`config.mk`:
```
export PLATFORM = sky130hd
export DESIGN_NAME = seg7_scan_ctrl
export DESIGN_NICKNAME = d
export VERILOG_FILES = /design/src/rtl/seg7_pkg.sv /design/src/rtl/seg7_hex_decode.sv /design/src/rtl/seg7_scan_ctrl.sv
export SDC_FILE = /design/constraint.sdc
export NUM_CORES = 1
export LEC_CHECK = 0
export CORE_ASPECT_RATIO = 1.25
export CORE_MARGIN = 2
export CORE_UTILIZATION = 45
export CTS_BUF_LIST = sky130_fd_sc_hd__clkbuf_8 sky130_fd_sc_hd__clkbuf_16
export DETAILED_ROUTE_END_ITERATION = 12
export GPL_ROUTABILITY_DRIVEN = 1
export PLACE_DENSITY = 0.69
export SLEW_MARGIN = 20
export SYNTH_ARGS = -nofsm -noshare
export SYNTH_HDL_FRONTEND = slang
export SYNTH_SLANG_ARGS = --single-unit
```
`constraint.sdc`:
```
create_clock -name i_clk -period 1.8 [get_ports i_clk]
set_input_delay 0.54 -clock i_clk [delete_from_list [all_inputs] [get_ports i_clk]]
set_output_delay 0.54 -clock i_clk [all_outputs]
set_load 0.005 [all_outputs]
```
`src/rtl/seg7_pkg.sv`:
```
// Shared types and constants for the 7-segment scan path: FSM encoding,
// the all-off segment pattern and the active-low hex glyph table.
package seg7_pkg;

   typedef enum logic [1:0] {
      ST_SELECT  = 2'd0,
      ST_LATCH   = 2'd1,
      ST_DISPLAY = 2'd2,
      ST_BLANK   = 2'd3
   } state_t;

   localparam logic [7:0] SEG_OFF = 8'hFF;

   // {dp,g,f,e,d,c,b,a}, active-low, dp off in every entry.
   localparam logic [7:0] HEX_SEG [16] = '{
      8'hC0, 8'hF9, 8'hA4, 8'hB0,
      8'h99, 8'h92, 8'h82, 8'hF8,
      8'h80, 8'h90, 8'h88, 8'h83,
      8'hC6, 8'hA1, 8'h86, 8'h8E
   };

   function automatic int cnt_width(input int a, input int b);
      int m;
      m = (a > b) ? a : b;
      return (m <= 2) ? 1 : $clog2(m);
   endfunction

endpackage

```
`src/rtl/seg7_hex_decode.sv`:
```
// Combinational hex nibble to active-low segment pattern, with decimal point
// and a whole-digit blank override.
module seg7_hex_decode
   import seg7_pkg::*;
(
   input  logic [3:0] nibble,
   input  logic       dp,
   input  logic       blank,
   output logic [7:0] seg
);

   always_comb begin
      seg    = HEX_SEG[nibble];
      seg[7] = ~dp;
      if (blank) begin
         seg = SEG_OFF;
      end
   end

endmodule

```
`src/rtl/seg7_scan_ctrl.sv`:
```
// Four-digit time-multiplexed 7-segment scan controller (SELECT/LATCH/DISPLAY/BLANK).
// Optional leading-zero blanking is compiled in with SEG7_SCAN_LZB_EN.
module seg7_scan_ctrl
   import seg7_pkg::*;
#(
   parameter int DWELL_CYC = 1000,
   parameter int BLANK_CYC = 16
) (
   input  logic       i_clk,
   input  logic       i_rst,
   input  logic [7:0] i_data,
   output logic [1:0] o_ctrl,
   output logic [3:0] o_an,
   output logic [7:0] o_seg,
   output logic       o_frame
);

   localparam int CW = cnt_width(DWELL_CYC, BLANK_CYC);
   localparam bit HAS_BLANK = (BLANK_CYC > 0);
   localparam logic [CW-1:0] DWELL_LAST = CW'(DWELL_CYC - 1);
   localparam logic [CW-1:0] DWELL_PRE  = CW'(DWELL_CYC - 2);
   localparam logic [CW-1:0] BLANK_LAST = CW'(HAS_BLANK ? BLANK_CYC - 1 : 0);
   localparam logic [CW-1:0] BLANK_PRE  = CW'(BLANK_CYC - 2);

   state_t        state;
   logic [CW-1:0] cnt;
   logic [7:0]    dec_seg;
   logic [7:0]    latch_seg;
   logic          unused_data;

   assign unused_data = &{1'b0, i_data[7:6]};

   seg7_hex_decode u_dec (
      .nibble (i_data[3:0]),
      .dp     (i_data[4]),
      .blank  (i_data[5]),
      .seg    (dec_seg)
   );

`ifdef SEG7_SCAN_LZB_EN
   logic lzb_flag;
   logic lzb_hit;
   logic advance;

   assign advance = HAS_BLANK ? (state == ST_BLANK && cnt == BLANK_LAST)
                              : (state == ST_DISPLAY && cnt == DWELL_LAST);
   // Digit 0 is never suppressed, so a value of zero still shows a single 0.
   assign lzb_hit = lzb_flag && (i_data[3:0] == 4'd0) && (o_ctrl != 2'd0) && !i_data[5];
   assign latch_seg = lzb_hit ? {~i_data[4], 7'h7F} : dec_seg;

   always_ff @(posedge i_clk) begin
      if (i_rst) begin
         lzb_flag <= 1'b1;
      end else if (state == ST_LATCH && i_data[3:0] != 4'd0) begin
         lzb_flag <= 1'b0;
      end else if (advance && o_ctrl == 2'd0) begin
         lzb_flag <= 1'b1;
      end
   end
`else
   assign latch_seg = dec_seg;
`endif

   // o_frame is registered one cycle early so it is high during the final
   // cycle of digit 0, the same cycle the advance back to digit 3 happens.
   always_ff @(posedge i_clk) begin
      if (i_rst) begin
         state   <= ST_SELECT;
         cnt     <= '0;
         o_ctrl  <= 2'b11;
         o_an    <= 4'hF;
         o_seg   <= SEG_OFF;
         o_frame <= 1'b0;
      end else begin
         o_frame <= 1'b0;
         case (state)
            ST_SELECT: begin
               state <= ST_LATCH;
            end
            ST_LATCH: begin
               o_seg   <= latch_seg;
               o_an    <= ~(4'b0001 << o_ctrl);
               cnt     <= '0;
               state   <= ST_DISPLAY;
               o_frame <= !HAS_BLANK && (DWELL_CYC == 1) && (o_ctrl == 2'd0);
            end
            ST_DISPLAY: begin
               if (cnt == DWELL_LAST) begin
                  o_an  <= 4'hF;
                  o_seg <= SEG_OFF;
                  cnt   <= '0;
                  if (HAS_BLANK) begin
                     state   <= ST_BLANK;
                     o_frame <= (BLANK_CYC == 1) && (o_ctrl == 2'd0);
                  end else begin
                     o_ctrl <= o_ctrl - 2'd1;
                     state  <= ST_SELECT;
                  end
               end else begin
                  cnt     <= cnt + 1'b1;
                  o_frame <= !HAS_BLANK && (cnt == DWELL_PRE) && (o_ctrl == 2'd0);
               end
            end
            ST_BLANK: begin
               if (cnt == BLANK_LAST) begin
                  o_ctrl <= o_ctrl - 2'd1;
                  cnt    <= '0;
                  state  <= ST_SELECT;
               end else begin
                  cnt     <= cnt + 1'b1;
                  o_frame <= (cnt == BLANK_PRE) && (o_ctrl == 2'd0);
               end
            end
            default: begin
               state <= ST_SELECT;
            end
         endcase
      end
   end

endmodule
```
# == Yosys cells after proc, flatten, opt, wreduce, memory -nomap -nowiden ==
# Memory sizes are Yosys's and may differ from the RTL's.
# Cells that the tools add are included.
# classes
n_div,0
n_reduce_logical,9
n_bitwise,4
addsub,2
n_mul,0
n_shift,1
n_lt_le_gt_ge,1
eq_ne,8
mux,13
# op_table
cell,n
10-bit one-hot mux with 3 select lines,1
10-bit by 4-bit == test with 1-bit output (second input constant),2
10-bit 2-to-1 mux,2
8-bit 2-to-1 mux,2
8-bit one-hot mux with 2 select lines,1
7-bit 2-to-1 mux,2
10-bit by 1-bit adder with 10-bit output (second input constant),1
10-bit == test (second input constant),1
2-bit one-hot mux with 4 select lines,1
4-bit one-hot mux with 2 select lines,1
2-bit AND reduction,3
5-bit >= comparator (second input constant),1
4-bit inverter with 5-bit output,1
2-bit == test (second input constant),2
2-bit zero test,2
2-bit 2-to-1 mux,2
4-bit 2-to-1 mux,1
2-bit inequality test (second input constant),2
4-bit inverter,1
1-bit by 2-bit left shift with 4-bit output (first input constant),1
3-bit nonzero test,1
3-bit OR reduction,1
2-bit by 1-bit == test with 1-bit output (second input constant),1
1-bit inverter,2
other kinds (3),3
# totals
mem_bits_ro,128
mem_count,1
in_bits,10
latchBits,0
ramBits,0
wordCells,45
regBits,27
# mem_list
name,words,width,read_ports,rd_ports_with_merged_regs,wr,line,text
(no name shown),16,8,1,0,0,seg7_hex_decode.sv:13,seg = HEX_SEG[nibble];

# == Longest topological paths before layout ==
# Gate-level depths: netlist (run 1).
# logic_depth
word_depth,6
ltp_mapped,8
mapped_depth_nobuf,6

# == By module ==
# From an unflattened synthesis (run 1), not the netlist that was laid out.
# unflattened
hier_cells,204
hier_area_um2,1732.9
# modules_own_cells
mod,cells_each,n_inst,area_each_um2
seg7_scan_ctrl,168,1,1433.9
seg7_hex_decode,36,1,299.0

# == Worst setup path before layout (run 1) ==
# OpenSTA, ideal clock, no wires.
# synth_timing
path_type,input-to-reg
from,input i_data[0]
to,register o_seg[3]
cell_stages,6
t_arrival_ns,1.580
setup_slack_ns,0.085
setup_ns,0.136
cell_sequence,inv_1 > ha_1 > inv_1 > mux4_2 > nor4_1 > o21ai_0
# synth_via
elab_chain_len,6
# synth_lines
element,line,text
"start, declared",seg7_scan_ctrl.sv:11,"input logic [7:0] i_data,"
4-bit inverter with 5-bit output (implied by the code),seg7_hex_decode.sv:13,
memory 16 x 8 bit,n/a,
7-bit 2-to-1 mux (implied by the code) (2 in a row),seg7_hex_decode.sv:13,
8-bit 2-to-1 mux,seg7_hex_decode.sv:15,if (blank) begin
8-bit one-hot mux with 2 select lines,seg7_scan_ctrl.sv:76,case (state)
"end signal, assigned",seg7_scan_ctrl.sv:81,o_seg <= latch_seg;
"end, declared",seg7_scan_ctrl.sv:14,"output logic [7:0] o_seg,"
# Every way passes these cells. The select of a mux whose other input is x is not followed.
# A chain may end at the register's enable or synchronous reset.

# == Worst setup path after layout (run 1) ==
# layout_timing
from,register o_ctrl[0]
to,output o_ctrl[0]
# layout_rtl
element,line,text
"start, declared",seg7_scan_ctrl.sv:12,"output logic [1:0] o_ctrl,"
"start signal, assigned",seg7_scan_ctrl.sv:96,o_ctrl <= o_ctrl - 2'd1;
"start signal, assigned",seg7_scan_ctrl.sv:106,o_ctrl <= o_ctrl - 2'd1;
# No word-level cell between the ends.

==> results.txt, run 1 <==
The run finished with clean final reports. The cell internal power dissipation came out at 1260 uW. After synthesis, flip-flops and latches occupy 30.2% of the total area. The peak supply drop is 0.594 mV. Across the run, the number of max-cap violations was 0. In this run the clock root is driven by a clkbuf_8. Routing usage on met1: 25.3%. The layout cell share with drive strength beyond 1 was 19.6%; the power spent charging and discharging nets was 799 uW. For the worst setup path, the data required time is 1.26 ns.

The number of flops mapped to enable cells by yosys is 0, and the number of cells produced by synthesis is 203. The largest fanout on the critical path is 4, and the clock slew seen by the registers of the worst setup and hold paths is 0.09 ns. The clock passes through at most 2 buffers.

Setup violations remaining at the end of the flow were counted as 0. Summing over every cut layer, the via total after detailed routing is 1628. The count of non-filler cells in the finished layout was 294.

The core area was 3780 sq um; the remaining global-route overflow was 0. The hold slack was 0.492 ns. The worst endpoint data arrival time came out at 1.18 ns.

Of the total power, combinational logic draws 48.4%. For the final database, setup skew stands at 0.00766 ns. Including well taps, the total number of placed cells is 287. The final antenna-violating net count came out at 0.

Global routing used 1.74% of the available met3 tracks. Clock latency on the worst-skew pair, taken at its later pin, is 0.28 ns. At the end of routability-driven placement, the weighted congestion stood at 0.851. The signal on the critical path passes through clkdlybuf4s50_1. From bottom edge to top edge, the die measures 74.5 um.

For this run, the post-layout net count is 267. After synthesis, the mean cell area works out to 8.81 sq um. Dividing the detail-routed wire length by the instance count gives 14.1 um. For flop-to-flop paths, the worst setup slack is 0.16 ns. For this configuration, the core starts out at a cell density of 47.2%. The net switching share of the total power was 38.8%. The tools report the total CTS buffers as 3.

The slowest stage of the critical path belongs to the cell clkdlybuf4s50_1. The mapped cell area is 1790 sq um, and the number of global-route vias before repair is 1534. The maximum level of the CTS H-tree was 1.

Counting the fill cells in the layout gives 338. The final-report max-slew violation count was 0. Number of buffer and inverter stages on the critical path: 1. The cell class contributing the biggest share of worst-path delay is buffers and inverters. The number of nets handed over by synthesis was 229.

The tools report the number of antenna violations at the first check in global routing as 0. In the layout the commonest cells are 27 x dfxtp_1, 23 x buf_4, 21 x nand2_1, 19 x clkdlybuf4s50_1, 14 x ha_1. The clock group share of total power was 16.9%; the post-synthesis cell type count was 46. The fmax is 580 MHz, and the relative slew slack is 66.7%. The clock net in this run drives a total of 27 sinks.

In the routed design, unresolved DRC markers number 0. The tools report the capturing element type of the critical path as an output pin. The critical path in this run is classified as flop to output pin.

Global routing used 34.7% of the available met2 tracks. The floorplan step defined a die boundary enclosing 4500 sq um. Global routing used 19.9% of the available tracks across all layers.

The routed design has 4150 um of wire. For the I/O pin total, the log shows 25. The post-synthesis async set-or-reset flop share is 0%, and the largest net degree at the start of global routing is 20. The final period demand of the worst path was 1.72 ns; the slew of the pin with the lowest slew margin was 0.498 ns. The count of synthesis-stage warnings from yosys was 0; the die width was 60.4 um. The type of the most critical hold path was flop to flop. The synthesis-to-layout area growth is 26.5%, and the first-pass iteration count of the detailed router is 4. The via density per instance came out at 5.54. The library cell used most frequently in the layout, excluding fill and tap cells, is dfxtp_1.

TritonCTS built the clock tree. The first global-routing pass estimated 6980 um of wire. STA classifies the critical path startpoint as a flop. The power density over the cells is 909 nW/um^2. Registers are responsible for 34.7% of the overall power.

The detailed router finished its first iteration with 93 violations. The count of buffers inserted at the top-level ports was 22; the half-perimeter wire length after detailed placement was 3040 um. Buffers inserted to repair hold after CTS numbered 0.

Counting flops and latches in the post-synthesis netlist gives 27. In this run the most used layer during global routing was met2. The delay contributed by the slowest stage of the critical path was 0.52 ns; the final clock period utilization by the worst path was 95.7%. The most common flop cell mapped by yosys is dfxtp_1. In this run the core area contains 25 standard-cell rows. The final count of hold timing violations was 0; the cell leakage power was 0.000889 uW.

The tools report the antenna diode instance count as 0.
==> state kept, by name, indices dropped and copies added, names as in the netlist <==
| register | count |
|---|---|
| cnt | 10 |
| o_an | 4 |
| o_ctrl | 2 |
| o_frame | 1 |
| o_seg | 8 |
| state | 2 |
==> final timing paths <==
kind / start / end / cells past startpoint
max: o_ctrl[0] / o_ctrl[0] / 1
min reg2reg: o_an[3] / o_an[3] / 2
min: o_an[3] / o_an[3] / 2
max reg2reg: cnt[6] / cnt[8] / 4
==> synthesized netlist by cell type (2+ instances only) <==
library cell	n	area share (%)
nor2b_1	2	0.70
a21oi_1	6	1.7
and3_1	4	1.4
inv_1	13	2.7
or3_1	2	0.70
o31ai_1	4	1.7
or4_1	2	0.84
mux2i_1	6	3.4
clkbuf_1	5	1.0
ha_1	16	11
o21a_1	3	1.3
clkbuf_8	3	2.3
o221ai_1	5	2.4
nor4_1	6	2.1
nor3_1	8	2.2
o21ai_0	12	3.4
a31oi_1	4	1.4
nand3_1	4	1.1
nor2_1	9	1.9
buf_6	3	1.9
a31oi_4	2	2.4
o211ai_1	7	2.9
dfxtp_1	27	30
o2111ai_1	4	2.0
nand4_1	3	1.0
nand2_1	22	4.6
nor4b_1	2	0.98
==> power groups by stage <==
stage | clock, uW | combinational [uW] | sequential, uW
detailed placement | 0 | 900 | 728
global placement | 0 | 887 | 727
finish | 347 | 995 | 714
floorplan | 0 | 679 | 728
global route | 375 | 1110 | 724
CTS | 359 | 910 | 715
==> metrics by stage <==
stage | instance area (sq um) | worst slack (ns) | util (%) | TNS [ns] | total power (uW)
5_1_grt | 2260 | -0.0164 | 59.7 | -0.0427 | 2200
3_3_place_gp | 2140 | -0.430 | 56.6 | -2.30 | 1610
3_5_place_dp | 2140 | -0.501 | 56.6 | -2.57 | 1630
6_report | 2260 | 0.0769 | 59.7 | 0 | 2060
2_1_floorplan | 1790 | 0.0847 | - | 0 | 1410
4_1_cts | 2200 | 0.00651 | 58.2 | 0 | 1980
==> layer usage <==
| metal | vias to the layer above | wire [um] |
|---|---|---|
| met5 | - | 0 |
| met4 | 0 | 78 |
| met3 | 7 | 78 |
| met2 | 25 | 2180 |
| met1 | 766 | 1800 |
| li1 | 830 | - |
==> worst min-delay path, cell delays in order (launching register included) <==
cell     delay (ns)
dfxtp_1        0.33
o31ai_1        0.08
nand2_1        0.06
==> area by class of cell <==
class / instances / area, sq um / share of cell area (%)
sequential: 27 / 541 / 23.9
tap: 54 / 67.6 / 2.99
multi-input combinational: 149 / 1130 / 49.9
inverter: 13 / 48.8 / 2.16
clock inverter: 1 / 5.00 / 0.221
timing repair buffer: 47 / 429 / 19.0
clock buffer: 3 / 41.3 / 1.83
==> logic make-up (layout without fill, tap and decap cells) <==
logic type	Yosys count	count (layout)	synth area share, %
simple gates	70	70	21.4
compound gates	53	54	22.0
buf+inv	28	64	9.45
flops	27	27	30.2
mux	8	8	5.25
xor+xnor	1	1	0.490
fa+ha+maj	16	16	11.2
==> what timing repair did <==
item	4_1_cts	5_1_grt
pin swaps	2	2
setup endpoints to repair	6	13
gates resized for setup	8	4
buffers inserted	0	2
gates cloned	0	1
Note: power is estimated with default switching activity, not from simulation.
==> run 2, diff against run 1 <==
Settings changed: SETUP_SLACK_MARGIN set to 0.4, SKIP_CTS_REPAIR_TIMING set to 1.
==> results.txt, run 2 (synthesis gave the netlist of run 1 again) <==
The die extent in y is 74.5 um (unchanged). TritonCTS built the clock tree. The slew of the pin with the lowest slew margin was 0.374 ns (-0.124 ns). The library cell used most frequently in the layout, excluding fill and tap cells, is buf_4.

The net switching share of the total power was 39.9% (+1.1 points); the placement row count was 25 (unchanged). The cell leakage power was 0.00110 uW (+24%). The logs give 0.00805 ns (+0.000390 ns) for the final setup skew and 1020 uW (+28%) for the power spent charging and discharging nets. The class of the most critical setup path was input pin to flop. The run gives 75.1% (+8.4 points) as the relative slew slack. The number of buffer and inverter stages on the critical path was 3 (+2). The count of buffers inserted at the top-level ports is 22 (unchanged). The part of the power in combinational logic was 56.5% (+8.1 points). The tools report the first-pass GRT wire length as 7200 um (+3.2%). The tools report the core area as 3780 sq um (unchanged). The largest net degree at the start of global routing was 20 (unchanged). The path with the worst hold slack has its endpoint at o_an[1]. For the clock sink count, the log shows 27 (unchanged).

The tools report the first-pass iteration count of the detailed router as 4 (unchanged). Counting flops per register, the top entry is cnt. The tools report the overall global routing resource usage as 21.1% (+1.2 points).

The run gives 0.834 (-2.0%) as the weighted congestion reported at the end of routability-driven placement. The delay contributed by the slowest stage of the critical path is 0.48 ns (-0.04 ns). The fmax came out at 577 MHz (-0.61%). The run gives 0 (unchanged) as the final count of hold timing violations. Max capacitance violation total: 0 (unchanged). The average detailed-routed wire length per instance is 17.3 um (+22%).

From synthesis to final layout, the design area changed by 55.6%. The cell internal power dissipation came out at 1540 uW (+23%). The layout cell share with drive strength beyond 1 works out to 45.5% (+26 points). The run gives 0 (unchanged) as the number of antenna violations at the first check in global routing.

The sum of negative setup slack was 0 ns (unchanged); the remaining global-route overflow was 0 (unchanged). The final net count is 291 (+9.0%), and the clock latency on the worst-skew pair is 0.29 ns (about the same). The tools report the critical path startpoint category as an input pin. The worst setup path is captured at a flop. The via density per instance is 5.84 (+5.5%), and the final clock period utilization by the worst path is 96.3% (+0.58 points). The hold slack was 0.478 ns (-0.0140 ns). The worst hold path begins at o_an[1]. For the clock group share of total power, the log shows 14.5% (-2.4 points). The depth of the worst hold-timing path came out at 2 (unchanged).

Root buffer selected by CTS: clkbuf_8. The worst hold path belongs to the class flop to flop. The run gives 4500 sq um (unchanged) as the die area. For the core occupancy in the finished layout, the log shows 73.5% (+14 points).

The die width was 60.4 um (unchanged). The power density over the cells works out to 921 nW/um^2 (+1.3%). The starting density of the core was 47.2% (unchanged); the peak supply drop was 0.758 mV (+28%).

The cell family contributing the most delay on the critical path is multiplexers. The run finished with clean final reports. The number of flip-flops in the largest register came out at 10 (unchanged). The final antenna-violating net count was 0 (unchanged). The antenna diode instance count is 0 (unchanged), and the maximum buffer depth of the clock tree is 2 (unchanged).

The logs give -0.625 ns (-0.125 ns) for the worst slack at placement and 318 (+8.2%) for the count of non-filler cells in the finished layout. Setup repair after global routing could not meet its margin everywhere. The most used cell along the critical path was buf_6.

The run gives 5490 um (+32%) as the detailed-route wire length. The critical path goes through buf_6, buf_6, buf_6, ha_2, mux4_2, nor4_2, o21ai_1. The half-perimeter wire length after detailed placement was 3440 um (+13%); the final period demand of the worst path was 1.73 ns (+0.0105 ns). The final count of negative-setup-slack endpoints came out at 0 (unchanged). The clock slew seen by the registers of the worst setup and hold paths works out to 0.10 ns (about the same). The cell total after placement was 284 (-1.0%); the number of design-rule violations left by the first detailed-router iteration was 103 (+11%). The run gives 1 (unchanged) as the maximum level of the CTS H-tree. The number of global-route vias before repair came out at 1603 (+4.5%). The number of cells traversed by the worst register-to-register path is 5 (+1). The routed via count was 1857 (+14%). The cell with the biggest individual delay on the critical path is mux4_2.

The I/O pin total was 25 (unchanged); the slack of the critical path was 0.0664 ns (-0.0105 ns). For the worst-case register-to-register setup slack, the log shows 0.18 ns (+0.02 ns). The worst register-to-register path ends at state[1]. The worst endpoint data arrival time is 1.91 ns (+0.73 ns), and the final-report max-slew violation count is 0 (unchanged). For the sequential fraction of design power, the log shows 29.0% (-5.7 points). For the required arrival time at the worst endpoint, the log shows 1.98 ns (+0.72 ns).

The total CTS buffers was 3 (unchanged). Startpoint of the worst-slack reg-to-reg timing path: cnt[8]. In the layout the commonest cells are 34 x buf_4, 20 x nand2_1, 17 x dlymetal6s2s_1, 12 x buf_6, 11 x dfxtp_2. The largest fanout on the critical path is 4 (unchanged).

In the final layout, the registers with the most flip-flops are cnt: 10 flops, o_seg: 8 flops, o_an: 4 flops. For the number of DRC violations after detailed routing, the log shows 0 (unchanged).
-- run 2: metrics by stage --
stage / total power (uW) / area (sq um)
2_1_floorplan: 1480 / 1890
4_1_cts: 2120 / 2260
3_3_place_gp: 1700 / 2210
6_report: 2560 / 2780
5_1_grt: 2720 / 2780
3_5_place_dp: 1750 / 2210
-- run 2: worst max path at each step --
stage,cells after the start,end,start,slack [ns]
floorplan,6,o_seg[3],i_data[0],0.11
global placement,8,o_seg[3],i_data[0],-0.55
detailed placement,7,o_seg[3],i_data[0],-0.63
CTS,7,o_seg[3],i_data[0],-0.32
global route,7,o_seg[3],i_data[0],0.05
finish,7,o_seg[3],i_data[0],0.07
-- run 2: power by group through the flow --
stage / combinational [uW] / clock (uW) / sequential [uW]
floorplan: 744 / 0 / 737
global placement: 958 / 0 / 739
detailed placement: 1000 / 0 / 747
CTS: 1010 / 382 / 733
global route: 1550 / 413 / 755
finish: 1450 / 371 / 744
-- run 2: per-layer routing --
| layer | up-vias | global-route usage [%] | share of wire [%] |
|---|---|---|---|
| li1 | 888 | - | - |
| met1 | 900 | 24.6 | 38 |
| met2 | 57 | 38.0 | 57 |
| met3 | 12 | 3.13 | 2.8 |
| met4 | 0 | 8.15 | 2.5 |
| met5 | - | 0 | 0 |
-- run 2: worst reg2reg max path, stage by stage (launching register included) --
cell,delay (ns)
dfxtp_4,0.38
nor4_4,0.40
a31oi_4,0.24
buf_6,0.19
o21a_1,0.16
o21a_1,0.15
-- run 2: cell type report --
class | count | area (sq um)
multi-input combinational | 149 | 1290
inverter | 13 | 68.8
clock buffer | 3 | 41.3
tap | 54 | 67.6
timing repair buffer | 71 | 718
fill | 261 | 1000
clock inverter | 1 | 8.76
sequential | 27 | 592
==> run 3, diff against run 2 <==
Settings changed: SLEW_MARGIN 20 to not set.
==> results of run 3 <==
Final layout, timing and power as in run 2 (identical DEF).
